--- src/rtl/qbus_dma_master.sv ---
// Qbus DMA master sequencer: arbitrates for the bus, then runs a block of DATI or DATO word cycles.
// Optional build macro QDMA_BURST_LIMIT_EN: give the bus up for one cycle after every 4 transfers.
module qbus_dma_master #(
  parameter int T_ADDR      = 4,
  parameter int T_DESKEW    = 2,
  parameter int T_HOLD      = 2,
  parameter int TIMEOUT_CYC = 1000,
  parameter int SYNC_STAGES = 2
) (
  input  logic        clock,
  input  logic        RSTN,
  input  logic        start,
  input  logic        dir_write,
  input  logic [21:0] start_addr,
  input  logic [15:0] word_count,
  output logic        busy,
  output logic        done,
  output logic        error,
  input  logic [15:0] wr_data,
  input  logic        wr_valid,
  output logic        wr_ready,
  output logic [15:0] rd_data,
  output logic        rd_valid,
  input  logic        BDMGIf,
  input  logic        BSYNCf,
  input  logic        BRPLYf,
  input  logic        BINITf,
  input  logic [21:0] BDALf_IN,
  output logic        BDMRg,
  output logic        BSACKg,
  output logic        BSYNCg,
  output logic        BDINg,
  output logic        BDOUTg,
  output logic        BWTBTg,
  output logic [21:0] BDALf_OUT,
  output logic [21:0] BDALf_OE,
  output logic        Outbound
);

  typedef enum logic [3:0] {
    S_IDLE, S_REQ, S_GRANT, S_ADDR, S_SYNC, S_SETUP, S_DATA,
    S_END, S_HOLD, S_NEXT, S_RELEASE, S_REARB, S_ERR
  } state_t;

  localparam logic [15:0] ADDR_LAST   = 16'(T_ADDR - 1);
  localparam logic [15:0] DESKEW_LAST = 16'(T_DESKEW - 1);
  localparam logic [15:0] HOLD_LAST   = 16'(T_HOLD - 1);
  localparam logic [15:0] TMO_LAST    = 16'(TIMEOUT_CYC - 1);

  state_t      state, state_nx;
  logic [15:0] cnt;
  logic [21:0] addr;
  logic [15:0] count;
  logic        dir;
  logic [15:0] wdata;
  logic [15:0] rd_q;
  logic        rd_vld_q;
  logic        done_q;
  logic        err_q;
`ifdef QDMA_BURST_LIMIT_EN
  logic [1:0]  burst;
`endif

  logic [3:0]  sync_q [SYNC_STAGES];
  logic        dmg_s, sync_s, rply_s, init_s;
  logic        abort, first_setup;
  logic        drive_addr, drive_data;
  logic        unused_inputs;

  // Receiver synchronisers; all four lines idle high (negated)
  always_ff @(posedge clock or negedge RSTN) begin
    if (!RSTN) begin
      for (int i = 0; i < SYNC_STAGES; i++) sync_q[i] <= 4'hF;
    end else begin
      sync_q[0] <= {BINITf, BRPLYf, BSYNCf, BDMGIf};
      for (int i = 1; i < SYNC_STAGES; i++) sync_q[i] <= sync_q[i-1];
    end
  end

  assign dmg_s  = sync_q[SYNC_STAGES-1][0];
  assign sync_s = sync_q[SYNC_STAGES-1][1];
  assign rply_s = sync_q[SYNC_STAGES-1][2];
  assign init_s = sync_q[SYNC_STAGES-1][3];

  assign unused_inputs = ^{BDALf_IN[21:16], start_addr[0]};

  assign abort = !init_s && (state != S_IDLE) && (state != S_RELEASE) && (state != S_ERR);
  assign first_setup = (state == S_SETUP) && (cnt == 16'd0);

  always_comb begin
    state_nx = state;
    case (state)
      S_IDLE:    if (start && init_s && word_count != 16'd0) state_nx = S_REQ;
      S_REQ:     if (!dmg_s && sync_s && rply_s) state_nx = S_GRANT;
      S_GRANT:   state_nx = S_ADDR;
      S_ADDR:    if (cnt >= ADDR_LAST && (!dir || wr_valid)) state_nx = S_SYNC;
      S_SYNC:    if (cnt >= DESKEW_LAST) state_nx = S_SETUP;
      S_SETUP:   if (cnt >= DESKEW_LAST) state_nx = S_DATA;
      S_DATA: begin
        if (!rply_s)               state_nx = S_END;
        else if (cnt >= TMO_LAST)  state_nx = S_ERR;
      end
      S_END: begin
        if (rply_s)                state_nx = S_HOLD;
        else if (cnt >= TMO_LAST)  state_nx = S_ERR;
      end
      S_HOLD:    if (cnt >= HOLD_LAST) state_nx = S_NEXT;
      S_NEXT: begin
        if (count == 16'd1)        state_nx = S_RELEASE;
`ifdef QDMA_BURST_LIMIT_EN
        else if (burst == 2'd3)    state_nx = S_REARB;
`endif
        else                       state_nx = S_ADDR;
      end
      S_REARB:   state_nx = S_REQ;
      S_RELEASE: state_nx = S_IDLE;
      S_ERR:     state_nx = S_IDLE;
      default:   state_nx = S_IDLE;
    endcase
    // Bus INIT overrides every transition
    if (!init_s) state_nx = S_IDLE;
  end

  always_ff @(posedge clock or negedge RSTN) begin
    if (!RSTN) begin
      state    <= S_IDLE;
      cnt      <= '0;
      addr     <= '0;
      count    <= '0;
      dir      <= 1'b0;
      wdata    <= '0;
      rd_q     <= '0;
      rd_vld_q <= 1'b0;
      done_q   <= 1'b0;
      err_q    <= 1'b0;
`ifdef QDMA_BURST_LIMIT_EN
      burst    <= '0;
`endif
    end else begin
      state    <= state_nx;
      cnt      <= (state_nx != state) ? 16'd0 : ((cnt == 16'hFFFF) ? cnt : cnt + 16'd1);
      done_q   <= 1'b0;
      rd_vld_q <= 1'b0;
      if (state == S_IDLE && start && init_s) begin
        err_q <= 1'b0;
        if (word_count == 16'd0) begin
          done_q <= 1'b1;
        end else begin
          addr  <= {start_addr[21:1], 1'b0};
          count <= word_count;
          dir   <= dir_write;
`ifdef QDMA_BURST_LIMIT_EN
          burst <= '0;
`endif
        end
      end
      if (first_setup && dir) wdata <= wr_data;
      if (state == S_DATA && !rply_s && !dir && init_s) begin
        rd_q     <= ~BDALf_IN[15:0];
        rd_vld_q <= 1'b1;
      end
      if (state == S_NEXT && init_s) begin
        addr  <= addr + 22'd2;
        count <= count - 16'd1;
`ifdef QDMA_BURST_LIMIT_EN
        burst <= burst + 2'd1;
`endif
      end
      if (state == S_ERR) err_q <= 1'b1;
      if (abort) begin
        err_q  <= 1'b1;
        done_q <= 1'b1;
      end
    end
  end

  // Output decode; every drive is forced off while bus INIT is asserted
  assign drive_addr = (state == S_ADDR) || (state == S_SYNC);
  assign drive_data = dir && ((state == S_SETUP) || (state == S_DATA) ||
                              (state == S_END)   || (state == S_HOLD));

  always_comb begin
    BDMRg     = init_s && (state == S_REQ);
    BSACKg    = init_s && (state inside {S_GRANT, S_ADDR, S_SYNC, S_SETUP, S_DATA,
                                         S_END, S_HOLD, S_NEXT});
    BSYNCg    = init_s && (state inside {S_SYNC, S_SETUP, S_DATA, S_END, S_HOLD});
    BDINg     = init_s && (state == S_DATA) && !dir;
    BDOUTg    = init_s && (state == S_DATA) && dir;
    BWTBTg    = init_s && drive_addr && dir;
    Outbound  = init_s && (drive_addr || drive_data);
    BDALf_OE  = {22{Outbound}};
    BDALf_OUT = '0;
    if (init_s && drive_addr)
      BDALf_OUT = addr;
    else if (init_s && drive_data)
      BDALf_OUT = {6'b0, (first_setup ? wr_data : wdata)};
    wr_ready  = init_s && first_setup && dir;
    rd_valid  = init_s && rd_vld_q;
    rd_data   = init_s ? rd_q : 16'd0;
    busy      = init_s && (state != S_IDLE) && (state != S_RELEASE) && (state != S_ERR);
    done      = done_q || (state == S_RELEASE) || (state == S_ERR);
    error     = err_q;
  end

endmodule

--- config.mk ---
export PLATFORM = sky130hd
export DESIGN_NAME = qbus_dma_master
export DESIGN_NICKNAME = d
export VERILOG_FILES = /design/src/rtl/qbus_dma_master.sv
export SDC_FILE = /design/constraint.sdc
export NUM_CORES = 1
export LEC_CHECK = 0
export CAP_MARGIN = 40
export CORE_MARGIN = 2
export CORE_UTILIZATION = 45
export CTS_BUF_LIST = sky130_fd_sc_hd__clkbuf_4 sky130_fd_sc_hd__clkbuf_8 sky130_fd_sc_hd__clkbuf_16
export DETAILED_ROUTE_END_ITERATION = 12
export GPL_TIMING_DRIVEN = 0
export PLACE_DENSITY = 0.86
export SYNTH_ARGS = -nofsm -noshare
export SYNTH_HDL_FRONTEND = slang
export SYNTH_SLANG_ARGS = --single-unit
--- constraint.sdc ---
create_clock -name clock -period 3 [get_ports clock]
set_input_delay 0.45 -clock clock [delete_from_list [all_inputs] [get_ports clock]]
set_output_delay 0.45 -clock clock [all_outputs]
set_load 0.05 [all_outputs]
Word level (Yosys, flattened, before mapping) --
Index checks and enable logic that the tools add are counted.
Storage, ports and cells: input port bits 85, flip-flop bits (word level) 102, output and inout bits 72, word-level logic and storage cells 126
Operators by class: $lt $le $gt $ge 3, reductions and logical operators 56, multiplexer cells 31, bitwise logic cells 2, eq/ne operators 19, $add $sub $neg 3
Operators with widths (number):
- $mux 16 | 8
- $mux 22 | 4
- $mux 4 | 11
- $pmux 4 s11 | 1
- $logic_and 1x1->1 | 33
- $logic_not 16->1 | 2
- $add 22x2->22 const B | 1
- $eq 4x4->1 const B | 5
- $add 16x1->16 const B | 1
- $eq 16x1->1 const B | 1
- $eq 16x16->1 const B | 1
- $eq 4x3->1 const B | 4
- $ge 16x1->1 const B | 1
- $ge 16x10->1 const B | 1
- $ge 16x2->1 const B | 1
- $not 16->16 | 1
- $reduce_bool 16->1 | 1
- $sub 16x1->16 const B | 1
- $eq 4x2->1 const B | 2
- $logic_or 1x1->1 | 8
- $ne 4x4->1 const B | 2
- $reduce_bool 8->1 | 1
- $mux 1 | 7
- $reduce_bool 5->1 | 1
- other kinds (11) | 15

Longest topological paths before layout --
Gate-level depths: netlist of run 1.
depth after elaboration 8, gate-level depth with buffers 10

Least setup slack after synthesis of run 1 --
OpenSTA, ideal clock, no wires.
path type reg2out, start point reg state[1], end point out BDALf_OE[0], stages on the path, launching flop included 7, data required time 2550 ps, arrival 3731 ps, slack -1181 ps, buffers on the path 3, path through dfrtp_1 clkbuf_1 clkbuf_8 and3_1 a21oi_1 o21ai_0 buf_4
On the way: cells in the longest elaborated chain, start to end 7, elaborated cells on any way between the ends 13, classes of those cells eq/ne (6); reduce/logical (7)
Ends and longest elaborated chain:
- start: declaration | line 50 | state_t state, state_nx;
- start signal: assignment | line 140 | state <= state_nx;
- $eq 4x3->1 | line 179 | assign drive_data = dir && ((state == S_SETUP) || (state == S_DATA) ||
- $logic_or 1x1->1 (2 in a row) | line 179
- $logic_or 1x1->1 | line 180 | (state == S_END) || (state == S_HOLD));
- $logic_and 1x1->1 | line 179
- $logic_or 1x1->1 (*) | line 190 | Outbound = init_s && (drive_addr || drive_data);
- $logic_and 1x1->1 (*) | line 190
- end: declaration | line 36 | output logic [21:0] BDALf_OE,
Mark *: on every way between the ends. The rest lies on a longest branch, timed or not.

Worst setup path after layout of run 1 --
start point reg cnt[12], end point out BDALf_OUT[6]
On the way: cells in the longest elaborated chain, start to end 5
Ends and longest elaborated chain:
- start: declaration | line 51 | logic [15:0] cnt;
- start signal: assignment | line 141 | cnt <= (state_nx != state) ? 16'd0 : ((cnt == 16'hFFFF) ? cnt : cnt + 16'd1);
- $logic_not 16->1 | line 88 | assign first_setup = (state == S_SETUP) && (cnt == 16'd0);
- $logic_and 1x1->1 | line 88
- $mux 16 | line 196 | BDALf_OUT = {6'b0, (first_setup ? wr_data : wdata)};
- $mux 16 | line 195 | else if (init_s && drive_data)
- $mux 22 | line 193 | if (init_s && drive_addr)
- end: declaration | line 35 | output logic [21:0] BDALf_OUT,
Every way passes these cells.

==> reports/qor.yml, run 1 <==
pwr:
  intPower_mw: 2.54
  swShare: 0.308
  p_sw_mw: 1.13
  seqPwrFrac: 0.450
  vdd_drop_max_mv: 0.392
  p_comb_frac: 0.222
  p_clk_frac: 0.328
  p_total_mw: 3.68
  p_leak_nw: 3.52
  power_density_mw_per_mm2: 436
setup_path:
  path_cells: "or4_4 -> nor2_4 -> nand4_1 -> nor3_4 -> buf_6 -> buf_6 -> mux2i_2 -> o21ai_2 -> buf_6"
  cp-end-kind: "output pin"
  rr_startpoint: "cnt[12]"
  crit_required_ns: 2.55
  r2r-end: "cnt[3]"
  rrSetupSlack_ns: 0.27
  path_delay_family: "simple AND/OR/NAND/NOR gates"
  cp.buffers_inverters: 3
  arrival_ns: 2.59
  cp.depth: 9
  cp_max_fo: 5
  reg2reg_depth: 9
  cpPeakStageDelay_ns: 0.57
  crit_type: "reg -> out"
  crit_path_start_kind: "flip-flop"
  cpMaxStageDelayCell: "or4_4"
  path_common_cell: "buf_6"
clocking:
  cts_max_level: 3
  tritoncts: "done"
  cts_made_buffers: 9
  ctsRootBufferMaster: "clkbuf_16"
  cts.sinks: 101
  clk_path_buf_depth: 2
  path_clk_slew_ns: 0.07
  clock_latency_ns: 0.36
synth:
  synth_seq_area_share: 0.417
  synth_ff_type: "dfrtp_1"
  synthArstFlopShare: 1.00
  ys_top_cells_by_area: "dfrtp_1 38%, nand2_1 4.0%, nor2_1 3.7%"
  synth_cells: 662
  synth_edf_count: 0
  synth_top_area_cell: "dfrtp_1"
  synth_area_per_cell_um2: 9.18
  synth.distinct_cells: 72
  synth_nets: 753
  syn_area_mm2: 0.00608
  yosys_register_bits: 101
  yosys.area.top_type_share: 0.383
  synth_warnings: 0
timing:
  fin_skew_ns: 0.00598
  fin_crit_sh: 1.01
  fin_tns_setup_ns: -0.207
  fmaxAchievable_mhz: 329
  fin_crit_ns: 3.04
  rsz0062_at_grt: "yes"
  hold_slack_ns: 0.0650
  drv_slew: 0
  timing.final.ws_setup_ns: -0.0412
  hold_viol: 0
  setup_viol: 9
  relSlewSlack: 0.556
  tightest_slew_ns: 0.661
route:
  via_per_inst: 5.67
  routedWlPerCell_um: 17.4
  drtIter0Drc: 627
  firstDrtPassIters: 6
  routed_wl_mm: 17.6
  postRouteAntennaNets: 0
  drc: 0
  vias: 5719
placement:
  hpwl_mm: 12.3
  placed_area_mm2: 0.00786
  gp_congestion: 0.921
  dp_slack_ns: -1.14
  dp.cells: 988
  portBuffers: 149
run:
  cap_violations: 0
global_routing:
  grt_pass1_wl_mm: 28.2
  grt-ovfl-total: 0
  grt_max_degree: 65
  antenna_found_initial: 0
  grt_pass1_vias: 5407
  grt_usage: 0.246
run_status:
  violations: "negative setup slack"
  status: "finished with violations"
finish:
  final_common_cell: "dfrtp_1"
  areaGrowthSynthToFinish_pct: 38.8
  fin_nets: 919
  fin_util: 0.637
  antenna_cells: 0
  final_cell_mix: "90 x dfrtp_1, 84 x clkdlybuf4s50_1, 64 x nand2_1"
  fin_cells: 1009
  design_area_mm2: 0.00844
  drive_gt1_frac: 0.236
floorplanning:
  initial_core_util: 0.459
  die_area_mm2: 0.0145
  die_w_um: 120
  coreArea_mm2: 0.0132
  die_y_um: 120
  pin_count: 157
  rows: 42
min_path:
  holdCritPathClass: "in -> async"
==> repair_timing <==
| item | CTS | global route |
|---|---|---|
| setup endpoints to repair | 50 | 57 |
| pin swaps | 6 | 6 |
| cloned | 2 | 0 |
| buffers inserted | 7 | 0 |
| gates resized for setup | 223 | 40 |
| hold buffers | 0 | 0 |
==> how the worst max path moves through the flow <==
| stage | from | end | slack (ns) |
|---|---|---|---|
| 2_1_floorplan | state[3] | BDALf_OE[0] | 0.02 |
| 3_3_place_gp | RSTN | count[11] | -2.33 |
| 3_5_place_dp | state[3] | BDALf_OE[3] | -1.14 |
| 4_1_cts | cnt[12] | BDALf_OUT[8] | -0.09 |
| 5_1_grt | cnt[12] | BDALf_OUT[6] | -0.1 |
| 6_report | cnt[12] | BDALf_OUT[6] | -0.04 |
==> cells in the mapped netlist, types with 11 or more instances <==
cell / count
dfrtp_1: 93
mux2i_1: 19
nor4_1: 15
and2_1: 25
clkbuf_1: 23
and3_1: 14
nand4_1: 14
buf_4: 25
inv_1: 13
mux2_2: 16
nand3_1: 31
nor3_1: 25
a21oi_1: 37
o211ai_1: 11
nor2_1: 60
nand2_1: 65
o21ai_0: 27
==> metal layers <==
| layer | routed length [um] | track usage | share of wire | up-vias |
|---|---|---|---|---|
| met5 | 0 | 0 | 0 | - |
| met1 | 7380 | 0.337 | 0.42 | 2764 |
| met4 | 299 | 0.0719 | 0.017 | 0 |
| met3 | 1330 | 0.0542 | 0.076 | 25 |
| met2 | 8570 | 0.395 | 0.49 | 234 |
| li1 | - | - | - | 2696 |
==> power by group through the flow <==
stage | Clock, mW | Sequential (mW) | Combinational (mW)
after floorplan | 0 | 1.64 | 0.502
after global placement | 0 | 1.66 | 0.774
after detailed placement | 0 | 1.66 | 0.797
after CTS | 1.21 | 1.65 | 0.803
after global routing | 1.27 | 1.67 | 0.892
final | 1.21 | 1.65 | 0.818
==> flip-flops by register name, indices dropped and copies added, names as in the netlist <==
signal    cells
addr         21
cnt          16
count        16
dir           1
dmg_s         1
done_q        1
error         1
init_s        1
rd_q         16
rd_vld_q      1
rply_s        1
state         4
sync_q        5
wdata        16
==> kinds of logic (layout without fill, tap and decap cells) <==
logic type               after synthesis  in the layout  share of synthesized area
AO/OA/AOI/OAI                        128            129                      0.138
AND/OR/NAND/NOR                      303            303                      0.268
flip-flops                           101            101                      0.417
adder cells (fa/ha/maj)                6              6                     0.0123
multiplexers                          35             35                     0.0609
XOR/XNOR                              15             15                     0.0228
buffers and inverters                 74            244                     0.0811
==> cell type report <==
type / count / area, um^2
Sequential cell: 101 / 2540
Clock buffer: 12 / 254
Buffer: 57 / 434
Multi-Input combinational cell: 488 / 3220
Timing Repair Buffer: 158 / 1670
Inverter: 13 / 48.8
Clock inverter: 4 / 47.5
Tap cell: 176 / 220
Fill cell: 1080 / 4800
Power figures use the tool's default switching activity.
==> inputs of run 2 (changes only) <==
--- a/config.mk
+++ b/config.mk
@@ -7,11 +7,13 @@
 export LEC_CHECK = 0
 export CAP_MARGIN = 40
 export CORE_MARGIN = 2
-export CORE_UTILIZATION = 45
+export CORE_UTILIZATION = 69
 export CTS_BUF_LIST = sky130_fd_sc_hd__clkbuf_4 sky130_fd_sc_hd__clkbuf_8 sky130_fd_sc_hd__clkbuf_16
 export DETAILED_ROUTE_END_ITERATION = 12
+export DONT_BUFFER_PORTS = 1
 export GPL_TIMING_DRIVEN = 0
-export PLACE_DENSITY = 0.86
+export PLACE_DENSITY = 0.93
+export SLEW_MARGIN = 30
 export SYNTH_ARGS = -nofsm -noshare
 export SYNTH_HDL_FRONTEND = slang
 export SYNTH_SLANG_ARGS = --single-unit
==> constraint.sdc (replaced) <==
create_clock -name clock -period 3.5 [get_ports clock]
set_input_delay 0.525 -clock clock [delete_from_list [all_inputs] [get_ports clock]]
set_output_delay 0.525 -clock clock [all_outputs]
set_load 0.05 [all_outputs]
==> run 2 against run 1 <==
  * The flow now finishes without violations
  * Worst hold slack worse by 0.018 ns
  * Count of clock-buffer cells in the layout down 3
  * Die area down 34%
  * Combinational power down 31%
  * Final area down 21%
  * Sequential cell count unchanged
  * Utilization up 14 points
  * Setup slack better by 0.16 ns
  * Wire length down 8.6%
  * Critical path type unchanged
==> reports/qor.yml, run 2 (same netlist as run 1, synthesis figures left out) <==
min_path:
  holdCritPathClass: "in -> async"
timing:
  fin_crit_ns: 3.38
  fin_crit_sh: 0.965
  drv_slew: 0  # unchanged
  fin_skew_ns: 0.0232  # +0.0172 ns
  hold_viol: 0  # unchanged
  fmaxAchievable_mhz: 296
  timing.final.ws_setup_ns: 0.122  # +0.163 ns
  tightest_slew_ns: 0.891  # +0.230 ns
  rsz0062_at_grt: "no"
  setup_viol: 0  # -9
  relSlewSlack: 0.404  # -0.152
route:
  routedWlPerCell_um: 19.8  # +13%
  drtIter0Drc: 468  # -25%
  vias: 5365  # -6.2%
  drc: 0  # unchanged
  routed_wl_mm: 16.1  # -8.6%
  via_per_inst: 6.60  # +16%
  postRouteAntennaNets: 0  # unchanged
  firstDrtPassIters: 5  # -1
global_routing:
  grt_max_degree: 102  # +57%
  grt-ovfl-total: 0  # unchanged
  grt_pass1_vias: 5368  # -0.72%
  antenna_found_initial: 0  # unchanged
  grt_pass1_wl_mm: 26.0  # -7.5%
  grt_usage: 0.336  # +0.0898
setup_path:
  reg2reg_depth: 9  # unchanged
  crit_type: "reg -> out"
  arrival_ns: 2.85  # +0.26 ns
  r2r-end: "cnt[5]"
  cpMaxStageDelayCell: "or4_4"
  rr_startpoint: "cnt[13]"
  rrSetupSlack_ns: 0.84  # +0.57 ns
  crit_path_start_kind: "flip-flop"
  cp-end-kind: "output pin"
  path_common_cell: "buf_4"
  cp_max_fo: 8  # +3
  path_cells: "clkbuf_8 -> or4_4 -> nor2_2 -> nand4_1 -> nor3_4 -> buf_4 -> buf_6 -> mux2i_2 -> o21ai_1 -> buf_4"
  cp.buffers_inverters: 4  # +1
  cpPeakStageDelay_ns: 0.56  # about the same
  path_delay_family: "simple AND/OR/NAND/NOR gates"
  crit_required_ns: 2.97  # +0.42 ns
clocking:
  clk_path_buf_depth: 2  # unchanged
  ctsRootBufferMaster: "clkbuf_8"
  path_clk_slew_ns: 0.12  # +0.05 ns
  clock_latency_ns: 0.38  # +0.02 ns
  cts_max_level: 3  # unchanged
  tritoncts: "done"
  cts_made_buffers: 9  # unchanged
  cts.sinks: 101  # unchanged
finish:
  fin_cells: 813  # -19%
  antenna_cells: 0  # unchanged
  fin_nets: 791  # -14%
  largest_register_ffs: 21  # unchanged
  areaGrowthSynthToFinish_pct: 10.4
  regArea_mm2: 0.00254  # -0.15%
  drive_gt1_frac: 0.210  # -0.0266
  final_cell_mix: "93 x dfrtp_1, 65 x nand2_1, 59 x nor2_1"
  top_register: "addr"
  final_common_cell: "dfrtp_1"
  multi_input_area_mm2: 0.00309  # -4.0%
  fillCellCount: 535  # -50%
floorplanning:
  die_w_um: 97.9  # -19%
  pin_count: 157  # unchanged
  coreArea_mm2: 0.00864  # -35%
  die_area_mm2: 0.00958  # -34%
  rows: 34  # -19%
  initial_core_util: 0.704  # +0.245
  die_y_um: 97.9  # -19%
placement:
  dp_slack_ns: 0.298  # +1.44 ns
  hpwl_mm: 11.8  # -4.0%
  portBuffers: 0  # -100%
  dp.cells: 789  # -20%
  gp_congestion: 1.01  # +9.8%
pwr:
  swShare: 0.348  # +0.0398
  p_comb_frac: 0.207  # -0.015
  p_clk_frac: 0.268  # -0.060
  power_density_mw_per_mm2: 404  # -7.2%
  vdd_drop_max_mv: 0.354  # -9.7%
  intPower_mw: 1.77  # -30%
  p_leak_nw: 2.77  # -21%
  seqPwrFrac: 0.525  # +0.075
  p_sw_mw: 0.944  # -17%
  p_total_mw: 2.71  # -26%
run_status:
  status: "finished, final reports clean"
run:
  cap_violations: 0  # unchanged
-- run 2: metrics by stage --
stage / setup TNS, ns / hold slack [ns] / utilization / cell area [um^2]
floorplan: 0 / 0.229 / - / 6080
global placement: -11.62 / 0.233 / 0.720 / 6210
detailed placement: 0 / 0.233 / 0.741 / 6400
CTS: 0 / 0.0755 / 0.771 / 6650
global route: 0 / 0.0881 / 0.777 / 6710
finish: 0 / 0.0472 / 0.777 / 6710
-- run 2: power groups by stage --
| stage | Sequential (mW) | Combinational (mW) | Clock, mW |
|---|---|---|---|
| final | 1.42 | 0.561 | 0.728 |
| after global routing | 1.44 | 0.620 | 0.775 |
| after CTS | 1.42 | 0.553 | 0.736 |
| after detailed placement | 1.44 | 0.525 | 0 |
| after global placement | 1.43 | 0.497 | 0 |
| after floorplan | 1.40 | 0.429 | 0 |
-- run 2: routing by layer --
metal,share of wire,vias up,global-route usage
li1,-,2442,-
met1,0.39,2571,0.415
met2,0.49,306,0.563
met3,0.095,46,0.0902
met4,0.032,0,0.137
met5,0,-,0
-- run 2: timing repair --
| item | 4_1_cts | 5_1_grt |
|---|---|---|
| setup endpoints to repair | 25 | 16 |
| gates cloned | 0 | 1 |
| setup buffers | 4 | 1 |
| hold endpoints to repair | 101 | 0 |
| resized for setup | 1 | 11 |
| pin swaps | 2 | 1 |
| hold buffers | 1 | 0 |
-- run 2: worst max path at each step --
| stage | startpoint | cells after the start | slack, ns | endpoint |
|---|---|---|---|---|
| after floorplan | cnt[12] | 7 | 0.08 | BDALf_OUT[1] |
| after global placement | state[3] | 6 | -0.48 | BDALf_OE[0] |
| after detailed placement | state[3] | 7 | 0.30 | BDALf_OE[3] |
| after CTS | cnt[12] | 9 | 0.02 | BDALf_OUT[11] |
| after global routing | state[1] | 9 | 0.02 | BDALf_OUT[3] |
| final | cnt[13] | 10 | 0.12 | BDALf_OUT[8] |
-- run 2: layout make-up --
| cell class | instances | area share |
|---|---|---|
| Buffer | 61 | 0.0662 |
| Clock buffer | 9 | 0.0185 |
| Clock inverter | 7 | 0.0101 |
| Inverter | 13 | 0.00727 |
| Multi-Input combinational cell | 487 | 0.461 |
| Sequential cell | 101 | 0.378 |
| Tap cell | 108 | 0.0201 |
| Timing Repair Buffer | 27 | 0.0384 |
==> inputs of run 3 (changes only) <==
--- a/config.mk
+++ b/config.mk
@@ -12,6 +12,7 @@
 export DETAILED_ROUTE_END_ITERATION = 12
 export DONT_BUFFER_PORTS = 1
 export GPL_TIMING_DRIVEN = 0
+export HOLD_SLACK_MARGIN = 0.02
 export PLACE_DENSITY = 0.93
 export SLEW_MARGIN = 30
 export SYNTH_ARGS = -nofsm -noshare
==> results of run 3 <==
No change in the layout: final DEF, timing and power equal those of run 2.
